$ cat config.mk
export PLATFORM = sky130hd
export DESIGN_NAME = uart_rx
export DESIGN_NICKNAME = d
export VERILOG_FILES = /design/src/rtl/uart_pkg.sv /design/src/rtl/uart_rx_sync.sv /design/src/rtl/uart_rx.sv
export SDC_FILE = /design/constraint.sdc
export NUM_CORES = 1
export LEC_CHECK = 0
export ABC_CLOCK_PERIOD_IN_PS = 1900
export CAP_MARGIN = 20
export CORE_ASPECT_RATIO = 1.25
export CORE_MARGIN = 2
export CORE_UTILIZATION = 40
export CTS_CLUSTER_SIZE = 12
export DETAILED_ROUTE_END_ITERATION = 8
export GPL_ROUTABILITY_DRIVEN = 0
export PLACE_DENSITY = 0.7
export SYNTH_ARGS = -nofsm -noshare
export SYNTH_HDL_FRONTEND = slang
export SYNTH_SLANG_ARGS = --single-unit
$ cat constraint.sdc
create_clock -name clk_i -period 1.9 [get_ports clk_i]
set_input_delay 0.285 -clock clk_i [delete_from_list [all_inputs] [get_ports clk_i]]
set_output_delay 0.285 -clock clk_i [all_outputs]
set_load 0.01 [all_outputs]
$ cat src/rtl/uart_pkg.sv
// Shared UART constants: receiver state encoding, line levels, parity helpers.
package uart_pkg;

  typedef enum logic [2:0] {
    ST_IDLE     = 3'd0,
    ST_START    = 3'd1,
    ST_DATA     = 3'd2,
    ST_PARITY   = 3'd3,
    ST_STOP     = 3'd4,
    ST_BRK_WAIT = 3'd5
  } rx_state_t;

  localparam logic UART_IDLE_LVL = 1'b1;
  localparam int   MAX_DATA_BITS = 8;

  localparam logic PAR_MODE_EVEN = 1'b0;
  localparam logic PAR_MODE_ODD  = 1'b1;

  function automatic logic maj3(input logic a, input logic b, input logic c);
    return (a & b) | (a & c) | (b & c);
  endfunction

  // Parity bit the transmitter should have sent for this data word.
  function automatic logic parity_bit(input logic [MAX_DATA_BITS-1:0] data,
                                      input logic                     odd);
    return (^data) ^ odd;
  endfunction

endpackage

$ cat src/rtl/uart_rx_sync.sv
// Line conditioning for uart_rx: 2-FF synchronizer, falling-edge detect and
// the two stored samples that feed the 3-sample majority vote.
module uart_rx_sync
  import uart_pkg::*;
(
  input  logic clk_i,
  input  logic reset_i,
  input  logic rx_i,
  input  logic sample_i,
  output logic rx_sync_o,
  output logic fall_o,
  output logic vote_o
);

  logic       r_meta;
  logic       r_sync;
  logic       r_prev;
  logic [1:0] r_samp;

  always_ff @(posedge clk_i) begin
    if (reset_i) begin
      r_meta <= UART_IDLE_LVL;
      r_sync <= UART_IDLE_LVL;
      r_prev <= UART_IDLE_LVL;
      r_samp <= {2{UART_IDLE_LVL}};
    end else begin
      r_meta <= rx_i;
      r_sync <= r_meta;
      r_prev <= r_sync;
      if (sample_i) r_samp <= {r_samp[0], r_sync};
    end
  end

  assign rx_sync_o = r_sync;
  assign fall_o    = r_prev & ~r_sync;
  // Third sample is the live synchronized level at the decision tick.
  assign vote_o    = maj3(r_samp[1], r_samp[0], r_sync);

endmodule

$ cat src/rtl/uart_rx.sv
// Oversampling UART receiver: FSM, tick/bit counters and shift register.
// Emits one-cycle byte, parity-error and framing-error strobes plus a break level.
module uart_rx
  import uart_pkg::*;
#(
  parameter int OVERSAMP_RATE = 16,
  parameter int DATA_BITS     = 8,
  parameter bit PARITY_EN     = 1'b0,
  parameter bit PARITY_ODD    = 1'b0,
  parameter int STOP_BITS     = 1
) (
  input  logic                     clk_i,
  input  logic                     reset_i,
  input  logic                     enable_i,
  input  logic                     clk16_en_i,
  input  logic                     rx_i,
  output logic                     rx_datavld_o,
  output logic [MAX_DATA_BITS-1:0] rx_data_o,
  output logic                     frame_err_o,
  output logic                     parity_err_o,
  output logic                     break_o,
  output logic                     busy_o
);

  if (OVERSAMP_RATE < 8 || (OVERSAMP_RATE % 2) != 0) begin : g_bad_os
    $error("uart_rx: OVERSAMP_RATE must be even and >= 8");
  end
  if (DATA_BITS < 5 || DATA_BITS > MAX_DATA_BITS) begin : g_bad_db
    $error("uart_rx: DATA_BITS must be 5..8");
  end
  if (STOP_BITS < 1 || STOP_BITS > 2) begin : g_bad_sb
    $error("uart_rx: STOP_BITS must be 1 or 2");
  end

  localparam int             TW        = $clog2(OVERSAMP_RATE);
  localparam int             MID       = OVERSAMP_RATE / 2;
  localparam logic [TW-1:0]  TICK_PRE  = TW'(MID - 1);
  localparam logic [TW-1:0]  TICK_MID  = TW'(MID);
  localparam logic [TW-1:0]  TICK_POST = TW'(MID + 1);
  localparam logic [TW-1:0]  TICK_LAST = TW'(OVERSAMP_RATE - 1);
  localparam logic [2:0]     BIT_LAST  = 3'(DATA_BITS - 1);

  rx_state_t                r_state;
  logic [TW-1:0]            r_tick;
  logic [2:0]               r_bitcnt;
  logic [DATA_BITS-1:0]     r_shift;
  logic                     r_par_err;
  logic                     r_datavld;
  logic [MAX_DATA_BITS-1:0] r_data;
  logic                     r_frame_err;
  logic                     r_parity_err;
  logic                     r_break;

  logic                     w_rx_sync;
  logic                     w_fall;
  logic                     w_vote;
  logic                     w_in_frame;
  logic                     w_sample;
  logic                     w_decide;
  logic [MAX_DATA_BITS-1:0] w_shift_ext;

  assign w_in_frame  = (r_state != ST_IDLE) && (r_state != ST_BRK_WAIT);
  assign w_sample    = clk16_en_i && w_in_frame && ((r_tick == TICK_PRE) || (r_tick == TICK_MID));
  assign w_decide    = clk16_en_i && w_in_frame && (r_tick == TICK_POST);
  assign w_shift_ext = MAX_DATA_BITS'(r_shift);

  uart_rx_sync u_sync (
    .clk_i     (clk_i),
    .reset_i   (reset_i),
    .rx_i      (rx_i),
    .sample_i  (w_sample),
    .rx_sync_o (w_rx_sync),
    .fall_o    (w_fall),
    .vote_o    (w_vote)
  );

  always_ff @(posedge clk_i) begin
    if (reset_i) begin
      r_state      <= ST_IDLE;
      r_tick       <= '0;
      r_bitcnt     <= '0;
      r_shift      <= '0;
      r_par_err    <= 1'b0;
      r_datavld    <= 1'b0;
      r_data       <= '0;
      r_frame_err  <= 1'b0;
      r_parity_err <= 1'b0;
      r_break      <= 1'b0;
    end else begin
      r_datavld    <= 1'b0;
      r_frame_err  <= 1'b0;
      r_parity_err <= 1'b0;
      if (!enable_i) begin
        r_state  <= ST_IDLE;
        r_tick   <= '0;
        r_bitcnt <= '0;
        r_break  <= 1'b0;
      end else begin
        if (clk16_en_i && w_in_frame) r_tick <= (r_tick == TICK_LAST) ? '0 : r_tick + 1'b1;
        case (r_state)
          ST_IDLE: begin
            if (w_fall) begin
              r_state   <= ST_START;
              r_tick    <= '0;
              r_bitcnt  <= '0;
              r_par_err <= 1'b0;
            end
          end
          ST_START: begin
            if (w_decide) r_state <= w_vote ? ST_IDLE : ST_DATA;
          end
          ST_DATA: begin
            if (w_decide) begin
              r_shift <= {w_vote, r_shift[DATA_BITS-1:1]};
              if (r_bitcnt == BIT_LAST) r_state <= PARITY_EN ? ST_PARITY : ST_STOP;
              else                      r_bitcnt <= r_bitcnt + 1'b1;
            end
          end
          ST_PARITY: begin
            if (w_decide) begin
              r_par_err <= (w_vote != parity_bit(w_shift_ext, PARITY_ODD));
              r_state   <= ST_STOP;
            end
          end
          ST_STOP: begin
            // Only the first stop bit is checked; a second one just looks like idle.
            if (w_decide) begin
              if (w_vote) begin
                r_datavld    <= 1'b1;
                r_data       <= w_shift_ext;
                r_parity_err <= r_par_err;
                r_state      <= ST_IDLE;
              end else begin
                r_frame_err <= 1'b1;
                if (r_shift == '0) r_break <= 1'b1;
                r_tick      <= '0;
                r_state     <= ST_BRK_WAIT;
              end
            end
          end
          ST_BRK_WAIT: begin
            // Need a full bit time of uninterrupted idle line before rearming.
            if (clk16_en_i) begin
              if (!w_rx_sync) begin
                r_tick <= '0;
              end else if (r_tick == TICK_LAST) begin
                r_tick  <= '0;
                r_break <= 1'b0;
                r_state <= ST_IDLE;
              end else begin
                r_tick <= r_tick + 1'b1;
              end
            end
          end
          default: r_state <= ST_IDLE;
        endcase
      end
    end
  end

  assign rx_datavld_o = r_datavld;
  assign rx_data_o    = r_data;
  assign frame_err_o  = r_frame_err;
  assign parity_err_o = r_parity_err;
  assign break_o      = r_break;
  assign busy_o       = (r_state != ST_IDLE);

endmodule

* Yosys cells after proc, flatten, opt, wreduce, memory -nomap -nowiden
Cells that the tools add are included.
** Word-level totals
- Register bits after elaboration :: 36
- Input port bits :: 5
- Output and inout port bits :: 13
- Word-level logic and storage cells :: 108
** Cells by class
- Add/subtract/negate cells :: 2
- Equal/unequal tests :: 24
- Muxes and demuxes :: 36
- Bitwise operators :: 11
- Reduce and logical (&&, ||, !) cells :: 21
** Operator list (count)
- two-way mux 3 bit :: 13
- two-way mux 4 bit :: 7
- != test 2 bit, second input constant :: 10
- one-hot mux 3 bit (6 select lines) :: 1
- == test 4 bit, second input constant :: 3
- one-hot mux 4 bit (3 select lines) :: 1
- AND reduction 4 bit :: 3
- two-way mux 1 bit :: 10
- == test 3 bit, second input constant :: 3
- AND reduction 9 bit :: 1
- zero test 8 bit :: 1
- parity 8 bit :: 1
- AND reduction 7 bit :: 1
- == test 3 x 2 -> 1 bit, second input constant :: 2
- one-hot mux 3 bit (2 select lines) :: 1
- nonzero test 2 bit :: 3
- NOT 1 bit :: 5
- OR reduction 5 bit :: 1
- adder 4 x 1 -> 4 bit, second input constant :: 1
- bitwise AND 1 bit :: 4
- == test 4 x 3 -> 1 bit, second input constant :: 1
- logical AND 1 bit :: 4
- != test 2 x 1 -> 1 bit, second input constant :: 2
- one-hot mux 1 bit (2 select lines) :: 2
- other kinds (12) :: 13

* Depth between registers and ports, before layout
- Depth after elaboration :: 7
- Gate-level depth with buffers :: 7
- Depth with buffers taken out :: 6

* Cells and area by module
A second synthesis with hierarchy kept.
** Unflattened totals
- Cell total of the unflattened synthesis :: 222
- Area total of the unflattened synthesis :: 1915.6 um^2
** By module, submodules not included
- uart_rx :: instances 1, cells an instance 208, area an instance 1749.2 um^2, seq. area each 620.6 um^2
- uart_rx_sync :: instances 1, cells an instance 14, area an instance 166.4 um^2, seq. area each 100.1 um^2

* Least setup slack after synthesis
Ideal clock, no wire load.
- Path kind :: register -> register
- Start point :: register r_tick[0]
- End point :: register r_shift[0]
- Library setup time :: 128 ps
- Arrival :: 1596 ps
- Data required time :: 1772 ps
- Setup slack :: 176 ps
- Cell stages (with the launch flop) :: 6
- Path buffers :: 0
- Cells stage by stage :: dfxtp_1 -> ha_1 -> nand4b_4 -> nor4_4 -> mux2i_1 -> nor2_1
** On the way
- Longest elaborated chain between the ends :: 3
** Ends and longest elaborated chain
- from (decl) :: RTL line uart_rx.sv:44 : logic [TW-1:0] r_tick;
- from (signal assigned) :: RTL line uart_rx.sv:99 : if (clk16_en_i && w_in_frame) r_tick <= (r_tick == TICK_LAST) ? '0 : r_tick + 1'b1;
- from (signal assigned) :: RTL line uart_rx.sv:151 : r_tick <= r_tick + 1'b1;
- == test 4 bit :: RTL line uart_rx.sv:64 : assign w_decide = clk16_en_i && w_in_frame && (r_tick == TICK_POST);
- logical AND 1 bit :: RTL line uart_rx.sv:64
- AND reduction 3 bit (no line)
- to (signal assigned) :: RTL line uart_rx.sv:114 : r_shift <= {w_vote, r_shift[DATA_BITS-1:1]};
- to (decl) :: RTL line uart_rx.sv:46 : logic [DATA_BITS-1:0] r_shift;
No other way between the ends.
A chain may end at the register's enable or synchronous reset.

* Worst setup path in the final report
- Start point :: register r_tick[1]
- End point :: register r_data[7] (netlist: rx_data_o[7])
** On the way
- Longest elaborated chain between the ends :: 3
** Ends and longest elaborated chain
- == test 4 bit :: RTL line uart_rx.sv:64
- logical AND 1 bit :: RTL line uart_rx.sv:64
- AND reduction 4 bit (no line)
- to (signal assigned) :: RTL line uart_rx.sv:130 : r_data <= w_shift_ext;
- to (decl) :: RTL line uart_rx.sv:49 : logic [MAX_DATA_BITS-1:0] r_data;
No other way between the ends.

==> run summary <==
After clock tree synthesis, the repair step resized 0 gates. For this run, the leading register cell type out of synthesis is dfxtp_1. The number of antenna violations at the first check in global routing is 0. The Yosys warning count is 0. The number of top-level pins is 18. Based on the critical path, the design can be clocked at up to around 600 MHz. The number of buffers added to fix hold violations after cts is 0. The x dimension of the die is roughly 66 um. The final-report max-slew violation count came to 0. The slowest cell on the critical path is dfxtp_1.

The worst setup path is launched from a flip-flop. The summed instance area of the synthesized netlist is between 1500 and 2000 um^2. The clock network accounts for between 40% and 50% of the total power. Clock latency on the worst-skew pair, taken at its later pin, is 290 ps. The detailed router finished its first iteration with between 60 and 70 violations.

The overall overflow remaining after global route came out at 0. The final critical delay including setup and external delays came out at 1704 ps. The die boundary height is 81.37 um. The per-instance average area after synthesis is 8.707 um^2. Wires add up to ~4300 um.

The total chip power is between 1 and 1.5 mW. The run finished with clean final reports. In the final routed layout, each cell accounts on average for about 14 um. The power density over cell area came out at roughly 640 nW/um^2. The DRC violation count after routing is 0. After filler insertion, the fill cell instance count of the layout stands at 455. On the final layout, the worst clock skew is 10.02 ps. The buffer depth of the longest clock path is 2. The clock slew seen by the registers of the worst setup and hold paths is roughly 70 ps. The share of the clock period used by the worst path after layout is 89.67%. The internal power of the cells totals 1.175 mW. The peak ir drop on the vdd network came out at around 0.66 mV. The switching power summed over all nets came out at ~0.32 mW.

At the worst endpoint, the arrival time is around 1900 ps. The number of port buffers came out at 17. Clock tree synthesis selected as its root buffer the cell clkbuf_8. The count of endpoints failing hold in the final timing report came to 0. The switching share of total power is roughly a fifth. The repair_antennas step left the layout with diodes totalling 0. The kind of capture point of the worst setup path is a flip-flop. The area overhead of the layout relative to synthesis is 21.49%. The delay of the slowest cell on the worst path came out at 350 ps.

Walking the worst path, the cells encountered are inv_1 > ha_1 > and4b_1 > nand3_1 > buf_4 > o21ai_0 > a21oi_1. The initial cell density of the core came out at 41.11%. For this run, the total global-route usage over all layers was measured as between 10% and 20%.

The number of enable flip-flop cells after synthesis came out at 0. The register share of total power is 50.9%. The number of cells in the design after placement is approximately 300. The count of antenna-violating nets left after detailed routing is 0. The critical path in this run is classified as flip-flop to flip-flop. CTS built an H-tree with a depth of 2. The total number of vias came out at approximately 1,600. The largest net degree at the start of global routing came out at 21. The measured slew at the worst slew-check pin is roughly 440 ps.

The total of endpoints with negative setup slack in the final report is 0. Row generation in the floorplan step produced 28 rows. Setup repair after global routing left no endpoint under its margin. After detailed routing, the number of vias per cell comes to ~5.3. The global-route wire length before repair is roughly 7200 um. For this run, asynchronously set or reset flops after synthesis account for 0%. Counting every sink on the clock net gives 36.

The share of total power in combinational logic is 4.6%. The fraction of the yosys area taken by sequential cells came out at between 30% and 40%. The clock buffer count from CTS came out at 5. The floorplan step defined a core boundary enclosing 4659 um^2.

The number of maximum-capacitance violations is 0. The post-layout instance count excluding filler cells is a little over 300. The critical path contains buffers and inverters numbering 2 combined. The number of nets produced by synthesis is between 200 and 250. Post-CTS timing repair inserted 0 buffers for setup. The leakage power summed over all cells is between 0.9 and 1 nW.

The post-synthesis register bit count came out at 36. The number of distinct library cell variants in the gate-level netlist after synthesis came out at between 50 and 60. In the final layout, the share of cells above drive strength 1 is between 10% and 20%.

Synthesis produced 220 cells. The path class of the tightest hold or removal check is flip-flop to flip-flop. For this run, the detailed router's first-pass iteration total came to 4.

The area enclosed by the die boundary came out at around 5400 um^2. Grouping stages by cell kind, the critical path spends the most delay in simple AND/OR/NAND/NOR gates. The total number of nets in the final design came out at 260.

The final design utilization came out at between 40% and 50%. The maximum fanout encountered on the critical timing path came out at 9. STA puts the critical path data required time at between 2000 and 2500 ps. The total half-perimeter wirelength after legalization and detailed placement came out at 3199 um. The number of global-route vias before repair came out at 1,580.

The clock tree from TritonCTS is done. The worst max-slew margin expressed relative to the limit is roughly 70%. The setup TNS after final layout is 0 ps.
==> state kept, by name, indices dropped and copies added, names as in the netlist <==
signal,flops
u_sync.r_samp,2
r_bitcnt,3
break_o,1
u_sync.r_prev,1
rx_data_o,8
u_sync.rx_sync_o,1
r_state,3
r_tick,4
r_par_err,1
frame_err_o,1
r_shift,8
parity_err_o,1
u_sync.r_meta,1
rx_datavld_o,1
==> routing by layer <==
metal	global-route usage (%)	part of all wire, %	up-vias
met2	31.62	50	39
met4	8.750	2.3	0
li1	-	-	837
met1	19.14	42	748
met5	0	0	-
met3	4.848	5.3	9
==> cell families (layout without fill, tap and decap cells) <==
group / count (synthesis) / after routing / synth area share [%]
muxes: 14 / 14 / 7.315
and+or+nand+nor: 78 / 78 / 24.10
adders and majority gates: 10 / 10 / 6.401
AOI/OAI and AO/OA: 47 / 47 / 15.94
xor gates and xnor gates: 5 / 5 / 2.286
DFF: 36 / 36 / 37.62
buffers and inverters: 30 / 57 / 6.336
==> cells in the mapped netlist (2+ instances only) <==
library cell   n  share of area (%)
dfxtp_1       36                 38
nand3_1       17                4.4
inv_1         15                2.9
mux2i_1       14                7.3
nor2_1        13                2.5
nand2_1       12                2.4
o21ai_0       12                3.1
a21oi_1       11                2.9
ha_1           9                5.9
clkbuf_1       7                1.4
nor3_1         6                1.6
nor2b_1        5                1.6
buf_2          4                1.0
o21ai_1        4                1.0
or2_2          4                1.3
xnor2_1        4                1.8
a31oi_1        3               0.98
nand2b_1       3               0.98
and3b_1        2               0.91
and4b_1        2                1.0
inv_2          2               0.39
o211ai_1       2               0.78
o221a_2        2                1.2
or3_1          2               0.65
==> layout make-up <==
| class | instances | area (um^2) | area share (%) |
|---|---|---|---|
| multi-input combinational | 154 | 1074 | 46.13 |
| clock buffer | 6 | 72.57 | 3.118 |
| tap | 60 | 75.07 | 3.226 |
| clock inverter | 2 | 35.03 | 1.505 |
| timing repair buffer | 32 | 285.3 | 12.26 |
| inverter | 17 | 63.81 | 2.742 |
| sequential | 36 | 721.9 | 31.02 |
==> worst reg2reg max path, delay by kind of cell, from the launching register on <==
kind | cells | cell delay (ps)
and+or+nand+nor | 2 | 450
AOI/OAI and AO/OA | 2 | 250
DFF | 1 | 350
buffers and inverters | 2 | 300
adders and majority gates | 1 | 230
==> layout by cell type, fill, tap and decap left out, types with 9 or more instances in the layout <==
cell	instances
clkdlybuf4s50_1	16
nor2_1	13
a21oi_1	11
buf_4	15
inv_1	15
mux2i_1	14
ha_1	9
nand2_1	12
nand3_1	17
dfxtp_1	35
o21ai_0	12
==> path summary, 6_finish.rpt <==
path	startpoint	end	slack, ps	cells after the start
min reg2reg	u_sync.r_meta	u_sync.rx_sync_o	410	1
min	u_sync.r_meta	u_sync.rx_sync_o	410	1
max	r_tick[1]	rx_data_o[7]	200	7
max reg2reg	r_tick[1]	rx_data_o[7]	200	7
==> power groups by stage <==
stage          registers (mW)  logic [mW]  clock network, mW
2_1_floorplan           0.775      0.0413                  0
3_5_place_dp            0.777      0.0686                  0
6_report                0.759      0.0691              0.664
3_3_place_gp            0.777      0.0679                  0
5_1_grt                 0.759      0.0746              0.707
4_1_cts                 0.759      0.0688              0.677
==> metrics by stage <==
stage	area [um^2]	setup slack, ps	hold WS [ps]
finish	2327	196.2	413.0
global route	2327	35.39	429.2
CTS	2323	43.77	412.6
detailed placement	2216	41.54	395.2
global placement	2216	88.26	396.8
floorplan	1916	176.5	388.8
Note: power is estimated with default switching activity, not from simulation.
